==> config.mk <==
export PLATFORM = sky130hd
export DESIGN_NAME = grb_frame_builder
export DESIGN_NICKNAME = d
export VERILOG_FILES = /design/src/rtl/grb_pkg.sv /design/src/rtl/grb_pack.sv /design/src/rtl/grb_frame_builder.sv
export SDC_FILE = /design/constraint.sdc
export NUM_CORES = 1
export LEC_CHECK = 0
export BUFFER_PORTS_ARGS = -buffer_cell sky130_fd_sc_hd__buf_2
export CAP_MARGIN = 20
export CORE_MARGIN = 4
export CORE_UTILIZATION = 35
export CTS_CLUSTER_DIAMETER = 50
export DETAILED_ROUTE_END_ITERATION = 6
export GPL_TIMING_DRIVEN = 0
export MAX_ROUTING_LAYER = met4
export PLACE_DENSITY_LB_ADDON = 0.15
export REMOVE_ABC_BUFFERS = 1
export SYNTH_ARGS = -nofsm -noshare
export SYNTH_HDL_FRONTEND = slang
export SYNTH_SLANG_ARGS = --single-unit
==> constraint.sdc <==
create_clock -name clk -period 1.6 [get_ports clk]
set_input_delay 0 -clock clk [delete_from_list [all_inputs] [get_ports clk]]
set_output_delay 0 -clock clk [all_outputs]
set_load 0.01 [all_outputs]
==> src/rtl/grb_pkg.sv <==
// Shared constants and FSM state encoding for the GRB frame builder.
// The optional dimming feature is enabled by defining GRB_DIM_EN.
package grb_pkg;

    localparam int NUM_LEDS = 5;
    localparam int CH_W     = 8;
    localparam int LED_W    = 24;
    localparam int SEQ_W    = NUM_LEDS * LED_W;

    localparam logic [1:0] ST_EMPTY   = 2'd0;
    localparam logic [1:0] ST_IDLE    = 2'd1;
    localparam logic [1:0] ST_PENDING = 2'd2;

endpackage

==> src/rtl/grb_pack.sv <==
// Transfer-time conditioning of one GRB word; with GRB_DIM_EN defined each
// channel is logically right-shifted by dim, otherwise the word passes through.
module grb_pack #(
    parameter int CH_W = grb_pkg::CH_W
) (
    input  logic [3*CH_W-1:0] grb_in,
`ifdef GRB_DIM_EN
    input  logic [1:0]        dim,
`endif
    output logic [3*CH_W-1:0] grb_out
);

`ifdef GRB_DIM_EN
    always_comb begin
        grb_out = {grb_in[3*CH_W-1 -: CH_W] >> dim,
                   grb_in[2*CH_W-1 -: CH_W] >> dim,
                   grb_in[CH_W-1   -: CH_W] >> dim};
    end
`else
    assign grb_out = grb_in;
`endif

endmodule

==> src/rtl/grb_frame_builder.sv <==
// Double-buffered LED frame store: writes land in a shadow buffer and are
// published to the active frame only at a frame boundary (GRB_DIM_EN adds dim).
module grb_frame_builder #(
    parameter int NUM_LEDS = grb_pkg::NUM_LEDS,
    parameter int CH_W     = grb_pkg::CH_W
) (
    input  logic                       clk,
    input  logic                       reset,
    input  logic                       wr_en,
    input  logic [2:0]                 wr_idx,
    input  logic [CH_W-1:0]            wr_r,
    input  logic [CH_W-1:0]            wr_g,
    input  logic [CH_W-1:0]            wr_b,
    input  logic                       clr,
    input  logic                       commit,
    input  logic                       cycle,
`ifdef GRB_DIM_EN
    input  logic [1:0]                 dim,
`endif
    output logic [NUM_LEDS*3*CH_W-1:0] grb_seq,
    output logic                       pending,
    output logic                       wr_err,
    output logic [7:0]                 frame_cnt
);

    localparam int LED_BITS = 3 * CH_W;

    logic [1:0]          state_q, state_d;
    logic [LED_BITS-1:0] shadow_q [NUM_LEDS];
    logic [LED_BITS-1:0] shadow_d [NUM_LEDS];
    logic [LED_BITS-1:0] active_q [NUM_LEDS];
    logic [LED_BITS-1:0] active_d [NUM_LEDS];
    logic [LED_BITS-1:0] packed_w [NUM_LEDS];
    logic                wr_err_q, wr_err_d;
    logic [7:0]          frame_cnt_q, frame_cnt_d;
    logic                idx_ok;
    logic                transfer;

    assign idx_ok   = int'(wr_idx) < NUM_LEDS;
    assign transfer = (state_q == grb_pkg::ST_PENDING) && cycle;

    // LED0 occupies the most significant word of the frame.
    for (genvar i = 0; i < NUM_LEDS; i++) begin : g_led
        grb_pack #(.CH_W(CH_W)) u_pack (
            .grb_in  (shadow_q[i]),
`ifdef GRB_DIM_EN
            .dim     (dim),
`endif
            .grb_out (packed_w[i])
        );
        assign grb_seq[(NUM_LEDS-1-i)*LED_BITS +: LED_BITS] = active_q[i];
    end

    // NOTE: every signal assigned here gets a default first, so no latch is inferred.
    always_comb begin
        state_d = state_q;
        case (state_q)
            grb_pkg::ST_EMPTY,
            grb_pkg::ST_IDLE:    if (commit) state_d = grb_pkg::ST_PENDING;
            grb_pkg::ST_PENDING: if (cycle && !commit) state_d = grb_pkg::ST_IDLE;
            default:             state_d = grb_pkg::ST_EMPTY;
        endcase
    end

    // Transfers read shadow_q, so a write in the same cycle only reaches the shadow.
    always_comb begin
        shadow_d    = shadow_q;
        active_d    = active_q;
        frame_cnt_d = frame_cnt_q;
        wr_err_d    = wr_en && !idx_ok;
        for (int i = 0; i < NUM_LEDS; i++) begin
            if (clr) begin
                shadow_d[i] = '0;
            end else if (wr_en && (int'(wr_idx) == i)) begin
                shadow_d[i] = {wr_g, wr_r, wr_b};
            end
        end
        if (transfer) begin
            active_d    = packed_w;
            frame_cnt_d = frame_cnt_q + 8'd1;
        end
    end

    // NOTE: non-blocking assignments keep all flops updating from pre-edge values.
    // NOTE: both buffers are reset because the frame must read zero until the first transfer.
    always_ff @(posedge clk or negedge reset) begin
        if (!reset) begin
            state_q     <= grb_pkg::ST_EMPTY;
            shadow_q    <= '{default: '0};
            active_q    <= '{default: '0};
            wr_err_q    <= 1'b0;
            frame_cnt_q <= 8'd0;
        end else begin
            state_q     <= state_d;
            shadow_q    <= shadow_d;
            active_q    <= active_d;
            wr_err_q    <= wr_err_d;
            frame_cnt_q <= frame_cnt_d;
        end
    end

    assign pending   = (state_q == grb_pkg::ST_PENDING);
    assign wr_err    = wr_err_q;
    assign frame_cnt = frame_cnt_q;

endmodule

Word-level counts from Yosys, hierarchy flattened
Cells that the tools add are included.
{ "word_totals": {"input_bits": 33, "reg_bits": 251} }
{ "classes": {"reduce_logical": 19, "n_eq_ne": 8, "n_mux": 13, "add_sub_neg": 1, "magnitude_cmp": 1} }
{ "ops": {"columns": ["op", "n"], "rows": [
  ["24-bit two-way mux", 10],
  ["2-bit nonzero test", 5],
  ["3-bit == test, second input constant", 3],
  ["8-bit by 1-bit adder with 8-bit output, second input constant", 1],
  ["1-bit logical AND", 8],
  ["2-bit two-way mux", 2],
  ["2-bit one-hot mux with 2 select lines", 1],
  ["3-bit by 2-bit == test with 1-bit output, second input constant", 1],
  ["3-bit logical NOT", 1],
  ["3-bit less-than comparator, second input constant", 1],
  ["2-bit by 1-bit == test with 1-bit output, second input constant", 1],
  ["2-bit == test, second input constant", 1],
  ["1-bit logical NOT", 2],
  ["2-bit logical NOT", 1],
  ["2-bit by 1-bit inequality test with 1-bit output, second input constant", 1],
  ["2-bit inequality test, second input constant", 1],
  ["2-bit AND reduction", 1],
  ["2-bit OR reduction", 1]
]} }

Depth between registers and ports, before layout
{ "depth": {"ltp_word": 4, "depth_mapped": 6} }

By module
Synthesis repeated with hierarchy kept, for this count alone.
{ "hier_totals": {"cells_unflattened": 947, "hier_area_um2": 10795.4} }
{ "by_module_without_submodules": {"columns": ["mod", "area_each_um2", "instances", "cells_per_inst", "seq_area_each_um2"], "rows": [
  ["grb_frame_builder", 9894.5, 1, 827, 6281.0],
  ["grb_pack", 180.2, 5, 24, 0.0]
]} }

Least setup slack after synthesis
Ideal clock, no wire load.
{ "synth_timing": {"path_kind": "reg-to-reg", "start": "register state_q[0]", "end": "register active_q (netlist bit grb_seq[106])", "stages_incl_launch_ff": 5, "setup_slack_ps": 125, "arrival_ps": 1350, "setup_ps": 125, "path_cell_list": "dfrtp_1 -> and3b_1 -> buf_2 -> buf_2 -> mux2_2"} }
{ "synth_between": {"elab_chain_len": 2} }
{ "synth_lines": {"columns": ["element", "line_no", "text"], "rows": [
  ["start, declared", "grb_frame_builder.sv:28", "logic [1:0] state_q, state_d;"],
  ["start signal, assigned", "grb_frame_builder.sv:88", "state_q <= grb_pkg::ST_EMPTY;"],
  ["start signal, assigned", "grb_frame_builder.sv:94", "state_q <= state_d;"],
  ["2-bit == test", "grb_frame_builder.sv:40", "assign transfer = (state_q == grb_pkg::ST_PENDING) && cycle;"],
  ["1-bit logical AND", "grb_frame_builder.sv:40", null],
  ["end signal, assigned", "grb_frame_builder.sv:96", "active_q <= active_d;"],
  ["end, declared", "grb_frame_builder.sv:31", "logic [LED_BITS-1:0] active_q [NUM_LEDS];"]
]} }
No other way between the ends.
A chain may end at the register's enable or synchronous reset.

Final worst setup path
{ "layout_timing": {"start": "register state_q[0]", "end": "register active_q (netlist bit grb_seq[47])"} }
Same word-level chain as after synthesis.

==> flow_summary.yaml <==
clocking:
  htreeDepth: 2
  numCtsBuffers: 35
  cts-root-buf: "clkbuf_16"
  cts_buffer_depth: 3
  cts.sinks: 251
  worstSkewPairLatency_ns: 0.49
  clk_pin_slew_ns: 0.06
  cts_tree: "yes"
place:
  hpwl_mm: 15.10
  routabilityCongestion: 0.6784
  portBuffers: 162
timing:
  relSlewSlack: 0.3251
  fmax_ghz: 0.6263
  fin_crit_ns: 1.597
  period_share: 0.9979
  hold_violations: 0
  rsz0062_at_grt: "true"
  final.setup_skew_ns: 0.01210
  tightest_slew_ns: 1.007
  drv_slew: 0
  setup_violations: 0
final_layout:
  finalNetCount: 1056
  utilization: 0.4618
  area_delta_synth_final_pct: 30.01
  layout-drive-gt1-share: 0.3960
  layout_commonest_cell: "dfrtp_1"
  fill_cells: 2582
  final_cell_mix: "dfrtp_1 (249), nand2_1 (222), buf_2 (160)"
  diodes: 0
synthesis:
  yosysTopAreaCellShare: 0.6348
  yosysTopAreaCell: "dfrtp_1"
  yosysWarnings: 0
  synthTopCellsByArea: "dfrtp_1 (63%), mux2_2 (14%), nand2_1 (8.4%), a21oi_1 (5.2%), a21oi_2 (1.8%)"
  ys_seq_elements: 251
  synth-seq-area-share: 0.6348
  synth_cell_types: 31
  syn_inst: 827
  synth_area_um2: 9894
  avgSynthCellArea_um2: 11.96
global_routing:
  grt_overflow: 0
  grt_use_total: 0.1760
  grt_pass1_vias: 7072
  grt_pass1_wl_mm: 41.59
  grt_max_degree: 113
  antenna_found_initial: 0
pwr:
  p_per_area_nw_per_um2: 1249
  power_w: 0.01607
  peakVddDrop_mv: 0.6674
  p_leak_nw: 6.292
drt:
  viasPerCell: 4.727
  ant_nets: 0
  drt_iter0_drc: 420
  wl_per_cell_um: 18.39
  drc: 0
  vias: 6741
  wirelength_mm: 26.23
  drt-pass1-iter-count: 4
floorplanning:
  core_area_um2: 27860
  die_h_um: 176.1
  fp.dieW_um: 176.1
  initial_utilization: 0.3552
  dieArea_um2: 31020
  num_rows: 61
  ios: 163
worst_setup_path:
  cp-start-kind: "flop"
  r2r_start: "state_q[0]$_DFFE_PN0P_"
  worst-setup-path-type: "reg -> reg"
  r2r_slack_ns: 0.003
  critPathRequiredTime_ns: 1.97
  worstPathArrival_ns: 1.96
  critPathMaxFanout: 10
  reg2regPathDepth: 3
  crit_path_end_kind: "flop"
  worstReg2RegEnd: "grb_seq[47]$_DFFE_PN0P_"
outcome:
  status: "finished, final reports clean"
job:
  cap_violations: 0
hold_path:
  holdPathEnd: "shadow_q[96]$_DFFE_PN0P_"
  min_path_cells: 4
  hp-start: "wr_idx[2]"
  hp-class: "in -> reg"
==> cell usage after synthesis <==
library cell	count
nor4b_4	1
buf_4	3
ha_1	1
nand4bb_1	3
buf_6	2
nor4bb_1	1
and3_1	1
a21oi_1	103
buf_2	34
clkbuf_1	18
nand3_1	3
xnor2_1	6
inv_1	1
a21oi_2	20
xor2_1	1
and4_1	1
nand2_2	20
and3b_1	1
nand4_1	2
dfrtp_1	251
nand4b_1	1
or4b_1	1
nand2b_1	1
nor2b_1	1
o211a_1	1
and4b_1	1
and2_1	1
and4bb_2	2
mux2_2	121
nand2_1	222
buf_12	2
==> critical path: stages (launching register included) <==
cell and delay [ns]:
dfrtp_2 0.45, and3b_4 0.39, buf_4 0.26, mux2_2 0.36
==> where the power goes <==
group          switching [W]  internal [W]  total [W]
sequential          0.000191       0.00661    0.00680
clock                0.00283       0.00501    0.00785
combinational       0.000806      0.000617    0.00142
==> how the worst max path moves through the flow <==
stage | from | endpoint | slack, ns | depth (start not counted)
5_1_grt | state_q[0]$_DFFE_PN0P_ | grb_seq[114]$_DFFE_PN0P_ | -0.05 | 3
3_3_place_gp | state_q[0]$_DFFE_PN0P_ | frame_cnt[7]$_DFFE_PN0P_ | -4.61 | 3
3_5_place_dp | state_q[0]$_DFFE_PN0P_ | grb_seq[77]$_DFFE_PN0P_ | -0.57 | 3
2_1_floorplan | state_q[0]$_DFFE_PN0P_ | frame_cnt[7]$_DFFE_PN0P_ | -2.47 | 3
4_1_cts | state_q[0]$_DFFE_PN0P_ | grb_seq[60]$_DFFE_PN0P_ | -0.06 | 4
6_report | state_q[0]$_DFFE_PN0P_ | grb_seq[47]$_DFFE_PN0P_ | 0.003 | 3
==> state kept, by name, indices dropped and copies added (netlist names) <==
| register | flops |
|---|---|
| grb_seq | 120 |
| shadow_q | 120 |
| frame_cnt | 8 |
| state_q | 2 |
| wr_err | 1 |
==> cells by family after synthesis <==
kind of cell / Yosys count / synth area share
muxes: 121 / 0.1377
adders and majority gates: 1 / 0.001264
DFF: 251 / 0.6348
buffers and inverters: 60 / 0.03300
xor gates and xnor gates: 7 / 0.006196
and+or+nand+nor: 263 / 0.1162
AOI/OAI and AO/OA: 124 / 0.07081
==> routing by layer <==
metal / GRT usage / share of wire / wire length [um]
met3: 0.04111 / 0.062 / 1621
met5: - / 0 / 0
met1: 0.2294 / 0.44 / 11570
met4: 0.03281 / 0.013 / 345
met2: 0.2864 / 0.48 / 12690
==> metrics by stage <==
stage	area, um2	std cells	hold slack [ns]	TNS, ns	worst slack [ns]
2_1_floorplan	9572	768	-0.2956	-320.57	-2.474
3_3_place_gp	10860	1308	0.1770	-1785.66	-4.608
3_5_place_dp	11230	1322	-0.09197	-57.84	-0.5665
4_1_cts	12900	1428	0.0009312	-2.805	-0.05963
5_1_grt	12860	1426	0.03345	-1.224	-0.04754
6_report	12860	1426	0.01383	0	0.003345
==> cell type report <==
| type | instances | area, um2 | area share |
|---|---|---|---|
| flip-flops and latches | 251 | 6284 | 0.4885 |
| multi-input cells | 518 | 3357 | 0.2610 |
| repair buffers | 215 | 1543 | 0.1199 |
| clock buffers | 48 | 1027 | 0.07986 |
| well taps | 378 | 473.0 | 0.03677 |
| clock inverters | 15 | 176.4 | 0.01371 |
| inverters | 1 | 3.754 | 0.0002918 |
==> what timing repair did <==
| item | 4_1_cts | 5_1_grt |
|---|---|---|
| hold buffers | 35 | 0 |
| gates cloned | 3 | 0 |
| endpoints found under the hold margin | 374 | 0 |
| setup endpoints to repair | 128 | 101 |
| gates resized for setup | 8 | 2 |
| setup buffers | 5 | 1 |
Power figures use the tool's default switching activity.
